<file path="src/rtl/mem_req_arb_delay.sv">
// N-port round-robin memory request arbiter with send/receive interval throttles.
// Define MEM_REQ_ARB_STATS_EN to add per-port request and dropped-response counters.
module mem_req_arb_delay #(
  parameter int p_num_ports       = 2,
  parameter int p_opaq_bits       = 8,
  parameter int p_addr_bits       = 32,
  parameter int p_data_bits       = 32,
  parameter int p_send_intv_delay = 1,
  parameter int p_recv_intv_delay = 1,
  localparam int p_port_bits      = (p_num_ports > 1) ? $clog2(p_num_ports) : 1,
  localparam int p_mopq_bits      = p_port_bits + p_opaq_bits
) (
  input  logic                               clk,
  input  logic                               rst,
  input  logic [p_num_ports-1:0]             req_val,
  output logic [p_num_ports-1:0]             req_rdy,
  input  logic [p_num_ports-1:0]             req_op,
  input  logic [p_num_ports*p_addr_bits-1:0] req_addr,
  input  logic [p_num_ports*p_data_bits-1:0] req_data,
  input  logic [p_num_ports*p_opaq_bits-1:0] req_opaque,
  output logic                               mem_req_val,
  input  logic                               mem_req_rdy,
  output logic                               mem_req_op,
  output logic [p_addr_bits-1:0]             mem_req_addr,
  output logic [p_data_bits-1:0]             mem_req_data,
  output logic [p_mopq_bits-1:0]             mem_req_opaque,
  input  logic                               mem_resp_val,
  output logic                               mem_resp_rdy,
  input  logic                               mem_resp_op,
  input  logic [p_addr_bits-1:0]             mem_resp_addr,
  input  logic [p_data_bits-1:0]             mem_resp_data,
  input  logic [p_mopq_bits-1:0]             mem_resp_opaque,
  output logic [p_num_ports-1:0]             resp_val,
  input  logic [p_num_ports-1:0]             resp_rdy,
  output logic                               resp_op,
  output logic [p_addr_bits-1:0]             resp_addr,
  output logic [p_data_bits-1:0]             resp_data,
  output logic [p_opaq_bits-1:0]             resp_opaque
`ifdef MEM_REQ_ARB_STATS_EN
  ,
  output logic [p_num_ports*32-1:0]          stat_req_count,
  output logic [31:0]                        stat_drop_count
`endif
);

  localparam int p_send_cnt_bits = (p_send_intv_delay > 1) ? $clog2(p_send_intv_delay) : 1;
  localparam int p_recv_cnt_bits = (p_recv_intv_delay > 1) ? $clog2(p_recv_intv_delay) : 1;
  localparam logic [p_send_cnt_bits-1:0] p_send_reload = p_send_cnt_bits'(p_send_intv_delay - 1);
  localparam logic [p_recv_cnt_bits-1:0] p_recv_reload = p_recv_cnt_bits'(p_recv_intv_delay - 1);
  localparam logic [p_port_bits-1:0]     p_last_port   = p_port_bits'(p_num_ports - 1);

  logic [p_port_bits-1:0]     prio_q, prio_d;
  logic [p_send_cnt_bits-1:0] send_cnt_q, send_cnt_d;
  logic [p_recv_cnt_bits-1:0] recv_cnt_q, recv_cnt_d;

  logic [p_num_ports-1:0] above_s, cand_s, grant_oh_s;
  logic [p_port_bits-1:0] grant_id_s, resp_id_s;
  logic                   grant_found_s, send_ok_s, req_hs_s;
  logic                   recv_ok_s, resp_in_range_s, resp_sel_rdy_s, resp_hs_s;
  logic [p_opaq_bits-1:0] opq_mux_s;

  // Round-robin grant: lowest valid port at or above prio, else wrap to lowest valid port
  always_comb begin
    above_s = '0;
    for (int i = 0; i < p_num_ports; i++) begin
      above_s[i] = req_val[i] & (i >= int'(prio_q));
    end
    cand_s = (|above_s) ? above_s : req_val;
    grant_id_s = '0;
    for (int i = p_num_ports - 1; i >= 0; i--) begin
      grant_id_s = cand_s[i] ? p_port_bits'(i) : grant_id_s;
    end
    grant_found_s = |req_val;
    grant_oh_s = '0;
    for (int i = 0; i < p_num_ports; i++) begin
      grant_oh_s[i] = grant_found_s & (grant_id_s == p_port_bits'(i));
    end
  end

  // Request payload mux from the granted port
  always_comb begin
    mem_req_op   = 1'b0;
    mem_req_addr = '0;
    mem_req_data = '0;
    opq_mux_s    = '0;
    for (int i = 0; i < p_num_ports; i++) begin
      mem_req_op   = mem_req_op | (grant_oh_s[i] & req_op[i]);
      mem_req_addr = mem_req_addr | ({p_addr_bits{grant_oh_s[i]}} & req_addr[i*p_addr_bits +: p_addr_bits]);
      mem_req_data = mem_req_data | ({p_data_bits{grant_oh_s[i]}} & req_data[i*p_data_bits +: p_data_bits]);
      opq_mux_s    = opq_mux_s | ({p_opaq_bits{grant_oh_s[i]}} & req_opaque[i*p_opaq_bits +: p_opaq_bits]);
    end
    mem_req_opaque = {grant_id_s, opq_mux_s};
  end

  // Request handshake, priority pointer and send throttle
  always_comb begin
    send_ok_s   = (send_cnt_q == '0);
    mem_req_val = grant_found_s & send_ok_s;
    req_rdy     = grant_oh_s & {p_num_ports{mem_req_rdy & send_ok_s}};
    req_hs_s    = mem_req_val & mem_req_rdy;
    // A stalled request pins prio to its port so a later arrival cannot steal the grant.
    if (req_hs_s) begin
      prio_d = (grant_id_s == p_last_port) ? '0 : grant_id_s + p_port_bits'(1);
    end else if (mem_req_val) begin
      prio_d = grant_id_s;
    end else begin
      prio_d = prio_q;
    end
    if (req_hs_s) begin
      send_cnt_d = p_send_reload;
    end else if (!send_ok_s) begin
      send_cnt_d = send_cnt_q - p_send_cnt_bits'(1);
    end else begin
      send_cnt_d = send_cnt_q;
    end
  end

  // Response routing by port ID, out-of-range IDs are accepted and dropped
  always_comb begin
    resp_id_s       = mem_resp_opaque[p_mopq_bits-1 -: p_port_bits];
    resp_in_range_s = (int'(resp_id_s) < p_num_ports);
    recv_ok_s       = (recv_cnt_q == '0);
    resp_val        = '0;
    resp_sel_rdy_s  = 1'b0;
    for (int i = 0; i < p_num_ports; i++) begin
      resp_val[i]    = mem_resp_val & recv_ok_s & (resp_id_s == p_port_bits'(i));
      resp_sel_rdy_s = resp_sel_rdy_s | (resp_rdy[i] & (resp_id_s == p_port_bits'(i)));
    end
    mem_resp_rdy = recv_ok_s & (resp_in_range_s ? resp_sel_rdy_s : 1'b1);
    resp_hs_s    = mem_resp_val & mem_resp_rdy;
    resp_op      = mem_resp_op;
    resp_addr    = mem_resp_addr;
    resp_data    = mem_resp_data;
    resp_opaque  = mem_resp_opaque[p_opaq_bits-1:0];
    if (resp_hs_s) begin
      recv_cnt_d = p_recv_reload;
    end else if (!recv_ok_s) begin
      recv_cnt_d = recv_cnt_q - p_recv_cnt_bits'(1);
    end else begin
      recv_cnt_d = recv_cnt_q;
    end
  end

  // State registers
  always_ff @(posedge clk or negedge rst) begin
    if (!rst) begin
      prio_q     <= '0;
      send_cnt_q <= '0;
      recv_cnt_q <= '0;
    end else begin
      prio_q     <= prio_d;
      send_cnt_q <= send_cnt_d;
      recv_cnt_q <= recv_cnt_d;
    end
  end

`ifdef MEM_REQ_ARB_STATS_EN
  logic [p_num_ports*32-1:0] stat_req_q, stat_req_d;
  logic [31:0]               stat_drop_q, stat_drop_d;

  // Statistics next-state: per-port accepted requests and dropped responses
  always_comb begin
    stat_req_d = stat_req_q;
    for (int i = 0; i < p_num_ports; i++) begin
      stat_req_d[i*32 +: 32] = stat_req_q[i*32 +: 32] + {31'd0, req_val[i] & req_rdy[i]};
    end
    stat_drop_d = stat_drop_q + {31'd0, resp_hs_s & ~resp_in_range_s};
  end

  // Statistics registers
  always_ff @(posedge clk or negedge rst) begin
    if (!rst) begin
      stat_req_q  <= '0;
      stat_drop_q <= '0;
    end else begin
      stat_req_q  <= stat_req_d;
      stat_drop_q <= stat_drop_d;
    end
  end

  assign stat_req_count  = stat_req_q;
  assign stat_drop_count = stat_drop_q;
`endif

endmodule

</file>
<file path="config.mk">
export PLATFORM = sky130hd
export DESIGN_NAME = mem_req_arb_delay
export DESIGN_NICKNAME = d
export VERILOG_FILES = /design/src/rtl/mem_req_arb_delay.sv
export SDC_FILE = /design/constraint.sdc
export NUM_CORES = 1
export LEC_CHECK = 0
export ABC_AREA = 1
export CORE_AREA = 2 2 147 149
export CTS_CLUSTER_DIAMETER = 30
export CTS_CLUSTER_SIZE = 8
export DETAILED_ROUTE_END_ITERATION = 6
export DIE_AREA = 0 0 149 151
export GPL_ROUTABILITY_DRIVEN = 1
export GPL_TIMING_DRIVEN = 0
export PLACE_DENSITY_LB_ADDON = 0.3
export SYNTH_ARGS = -nofsm -noshare
export SYNTH_HDL_FRONTEND = slang
export SYNTH_SLANG_ARGS = --single-unit
</file>
<file path="constraint.sdc">
create_clock -name clk -period 3.2 [get_ports clk]
set_input_delay 0.64 -clock clk [delete_from_list [all_inputs] [get_ports clk]]
set_output_delay 0.64 -clock clk [all_outputs]
set_load 0.02 [all_outputs]
</file>
* Yosys cells after proc, flatten, opt, wreduce, memory -nomap -nowiden
Cells that the tools add are included.
** Storage, ports and cells
- Flip-flop bits (word level) :: 3
- Output and inout port bits :: 153
- Logic and storage cells :: 51
** Operators by class
- Multiplexer cells :: 10
- Add/sub/neg operators :: 3
- Order comparisons :: 1
- Bitwise logic cells :: 31
- Reduce and logical (&&, ||, !) cells :: 3
** Operator list (count)
- 32-bit AND :: 4
- 32-bit bitwise OR :: 2
- 8-bit AND :: 2
- 1-bit AND :: 15
- 1-bit 2-to-1 mux :: 10
- 8-bit bitwise OR :: 1
- 1-bit NOT :: 4
- 2-bit OR reduction :: 2
- 2-bit AND :: 1
- 1-bit bitwise OR :: 2
- 2-bit nonzero test :: 1
- 1-bit subtractor (second input constant) :: 2
- 1-bit adder (second input constant) :: 1
- 1-bit greater-or-equal comparator (first input constant) :: 1

* Longest topological paths before layout
- Depth in word-level cells :: 9
- Mapped depth :: 8

* Least setup slack after synthesis
OpenSTA, ideal clock, no wires.
- Path type :: input to output
- Start :: input req_val[0]
- End :: output mem_req_addr[0]
- Stages on the path :: 6
- Slack :: 1253 ps
- Buffers on the path :: 2
- Arrival time :: 1307 ps
- Path through :: inv_1 > a21oi_2 > buf_4 > buf_2 > nand2_1 > nand2_1
** On the way
- Word-level cells in the longest chain between the ends :: 8
- Elaborated cells on any way between the ends :: 11
** RTL lines
- start: declaration :: RTL line 15 : input logic [p_num_ports-1:0] req_val,
- 1-bit AND :: RTL line 66 : above_s[i] = req_val[i] & (i >= int'(prio_q));
- 2-bit OR reduction :: RTL line 68 : cand_s = (|above_s) ? above_s : req_val;
- 1-bit 2-to-1 mux :: RTL line 68
- 1-bit 2-to-1 mux :: RTL line 71 : grant_id_s = cand_s[i] ? p_port_bits'(i) : grant_id_s;
- 1-bit NOT :: RTL line 76 : grant_oh_s[i] = grant_found_s & (grant_id_s == p_port_bits'(i));
- 1-bit AND :: RTL line 76
- 32-bit AND :: RTL line 88 : mem_req_addr = mem_req_addr | ({p_addr_bits{grant_oh_s[i]}} & req_addr[i*p_addr_bits +: p_addr_bits]);
- 32-bit bitwise OR * :: RTL line 88
- end: declaration :: RTL line 24 : output logic [p_addr_bits-1:0] mem_req_addr,
Every way passes the cells marked *; elsewhere a longest branch is shown, timed or not.

* Worst setup path in the final report
- Start :: input req_val[1]
- End :: output mem_req_data[7]
** On the way
- Word-level cells in the longest chain between the ends :: 7
- Elaborated cells on any way between the ends :: 11
** RTL lines
- 2-bit OR reduction :: RTL line 68
- 1-bit 2-to-1 mux :: RTL line 68
- 1-bit 2-to-1 mux :: RTL line 71
- 1-bit NOT :: RTL line 76
- 1-bit AND :: RTL line 76
- 32-bit AND :: RTL line 89 : mem_req_data = mem_req_data | ({p_data_bits{grant_oh_s[i]}} & req_data[i*p_data_bits +: p_data_bits]);
- 32-bit bitwise OR * :: RTL line 89
- end: declaration :: RTL line 25 : output logic [p_data_bits-1:0] mem_req_data,
Marks and branches as above.

==> metrics <==
status finished, final reports clean; hold bufs inserted after CTS 0; CP Launch Type input pin; Yosys reg bits 1; final worst setup slack 0.1161 ns; layout cells sized above 1 14.40%; most numerous cell on the critical path nand2_1; Starting Density 7.782%; Initial DRT Pass Iterations 4; postcts setup bufs 0; std cell rows 53; DP Area 0.005037 mm²; GRT Util Overall 8.004%; Tightest Pin Transition 0.2673 ns; Multi-input gate area 879.6 µm²; most common cell after layout, fill and taps aside clkdlybuf4s50_1; worst path cell trace clkdlybuf4s50_1, nand2_1, inv_2, buf_6, buf_6, nand2_1, nand2_1, clkdlybuf4s50_1; Placed Cells 914; Slew Limit Fails 0; Syn Inst Count 332; pin count of the biggest net entering global routing 11; Slew HR 82.12%; CP endpoint kind primary output; Port Buf Inserts 307; post-synth cell types 11; final hold viol count 0; crit path buf inv count 5; Worst IR Drop VDD 83.16 µV; # nets final 869; fin crit period 3.084 ns; Hold Worst Slack 0.5399 ns; diodes inserted 0; min-delay worst type reg2reg; Finished Layout Cells 914; fin area 0.005187 mm²; CP Max Fanout 10; Biggest register prio_q; Die H 151 µm; max FFs per register 1; 1st-iter DRT viols 40; fmax 324.3 MHz; number of global-route vias before repair 2790; Die Area 0.02250 mm²; power density over the cells 176.2 mW/mm²; Synth Warn # 0; Max Cap Viol 0; Req. time, crit path 2.56 ns; Reg clk slew, reported paths 0 ns; initial antenna violation count 0; final setup vio count 0; post-synthesis sequential area ratio 1.544%; via count 2903; final WL 10490 µm; GRT Residual Overflow 0; skew final 0 ns; CP max-delay cell clkdlybuf4s50_1; Via density 3.176; Mapped Area 0.001620 mm²; core area 0.02082 mm²; most frequent cells in the layout clkdlybuf4s50_1 (250), nand2_1 (225), buf_4 (79); drt wl/cell 11.48 µm; pre-CTS setup slack -0.1086 ns; Ports 381; final worst-path cycle share 96.37%; area grow syn2layout 220.2%; first-pass GRT wire length 14570 µm; kind of cell adding the most delay to the critical path buffers and inverters; CP arrival 2.44 ns; Setup Crit Path Kind in2out; antenna-violating nets left 0; routability congestion estimate 0.7281; Avg Inst Size Synth 4.880 µm²; # DRC 0; clock latency on the worst-skew pair 0 ns; Detail Placement HPWL 9349 µm; Pwr Total 914.1 µW; fill cell count 2334; Die X 149 µm; Leak 3.013 nW; Fin Setup TNS 0 ns; syn nets 560; FF+latch area 25.02 µm²; largest registers prio_q: 1 flops; largest stage delay on the critical path 0.63 ns; fin util 24.91%
-- worst reg2reg max path: cells and delay by family, from the launching register on --
family | cells | cell delay [ns]
flops | 1 | 0.38
simple gates | 2 | 0.15
buf+inv | 1 | 0.18
compound gates | 1 | 0.17
-- kinds of logic (layout without fill, tap and decap cells) --
kind of cell	count (synthesis)	count (layout)	share of synthesized area [%]
compound gates	2	2	0.8492
buf+inv	99	406	44.17
flops	1	1	1.544
simple gates	230	230	53.44
-- worst paths after layout --
| path | from | to | slack, ns | cells past startpoint |
|---|---|---|---|---|
| max in group asynchronous | rst | prio_q | 2.30 | 1 |
| setup / recovery | req_val[1] | mem_req_data[7] | 0.12 | 8 |
| min in group asynchronous | rst | prio_q | 0.80 | 1 |
| setup reg to reg | prio_q | prio_q | 2.25 | 4 |
| hold / removal | prio_q | prio_q | 0.54 | 2 |
| hold reg to reg | prio_q | prio_q | 0.54 | 2 |
-- synth_stat cells --
| cell | n | area, µm² |
|---|---|---|
| o21ai_0 | 1 | 5.000 |
| nand2_1 | 225 | 844.6 |
| nand3_1 | 2 | 10.01 |
| nor2_1 | 3 | 11.26 |
| dfrtp_1 | 1 | 25.02 |
| buf_2 | 8 | 40.04 |
| inv_1 | 8 | 30.03 |
| buf_6 | 7 | 78.83 |
| buf_4 | 75 | 563.0 |
| inv_2 | 1 | 3.750 |
| a21oi_2 | 1 | 8.760 |
-- routing by layer --
metal | global-route usage (%) | up-vias | wire, µm
li1 | - | 1520 | -
met1 | 8.898 | 1196 | 3675
met2 | 15.97 | 185 | 5579
met3 | 2.108 | 2 | 1212
met4 | 0.1905 | 0 | 27
met5 | 0 | - | 0
-- layout make-up --
type                       instances  area share [%]
multi-input combinational        232           16.96
timing repair buffer             307           61.77
tap                              275           6.633
buffer                            90           13.51
inverter                           9          0.6512
sequential                         1          0.4824
-- power by group --
| part | switching [mW] | internal [mW] | total, mW |
|---|---|---|---|
| logic | 0.396 | 0.503 | 0.898 |
| registers | 0.00133 | 0.0144 | 0.0157 |
| clock network | 0 | 0 | 0 |
| total | 0.397 | 0.517 | 0.914 |
-- timing repair --
item / CTS / global route
resized for setup: 8 / 56
setup endpoints to repair: 30 / 59
pin swaps: 0 / 0
cloned: 0 / 0
endpoints found under the hold margin: 0 / 0
Note: power is estimated with default switching activity, not from simulation.
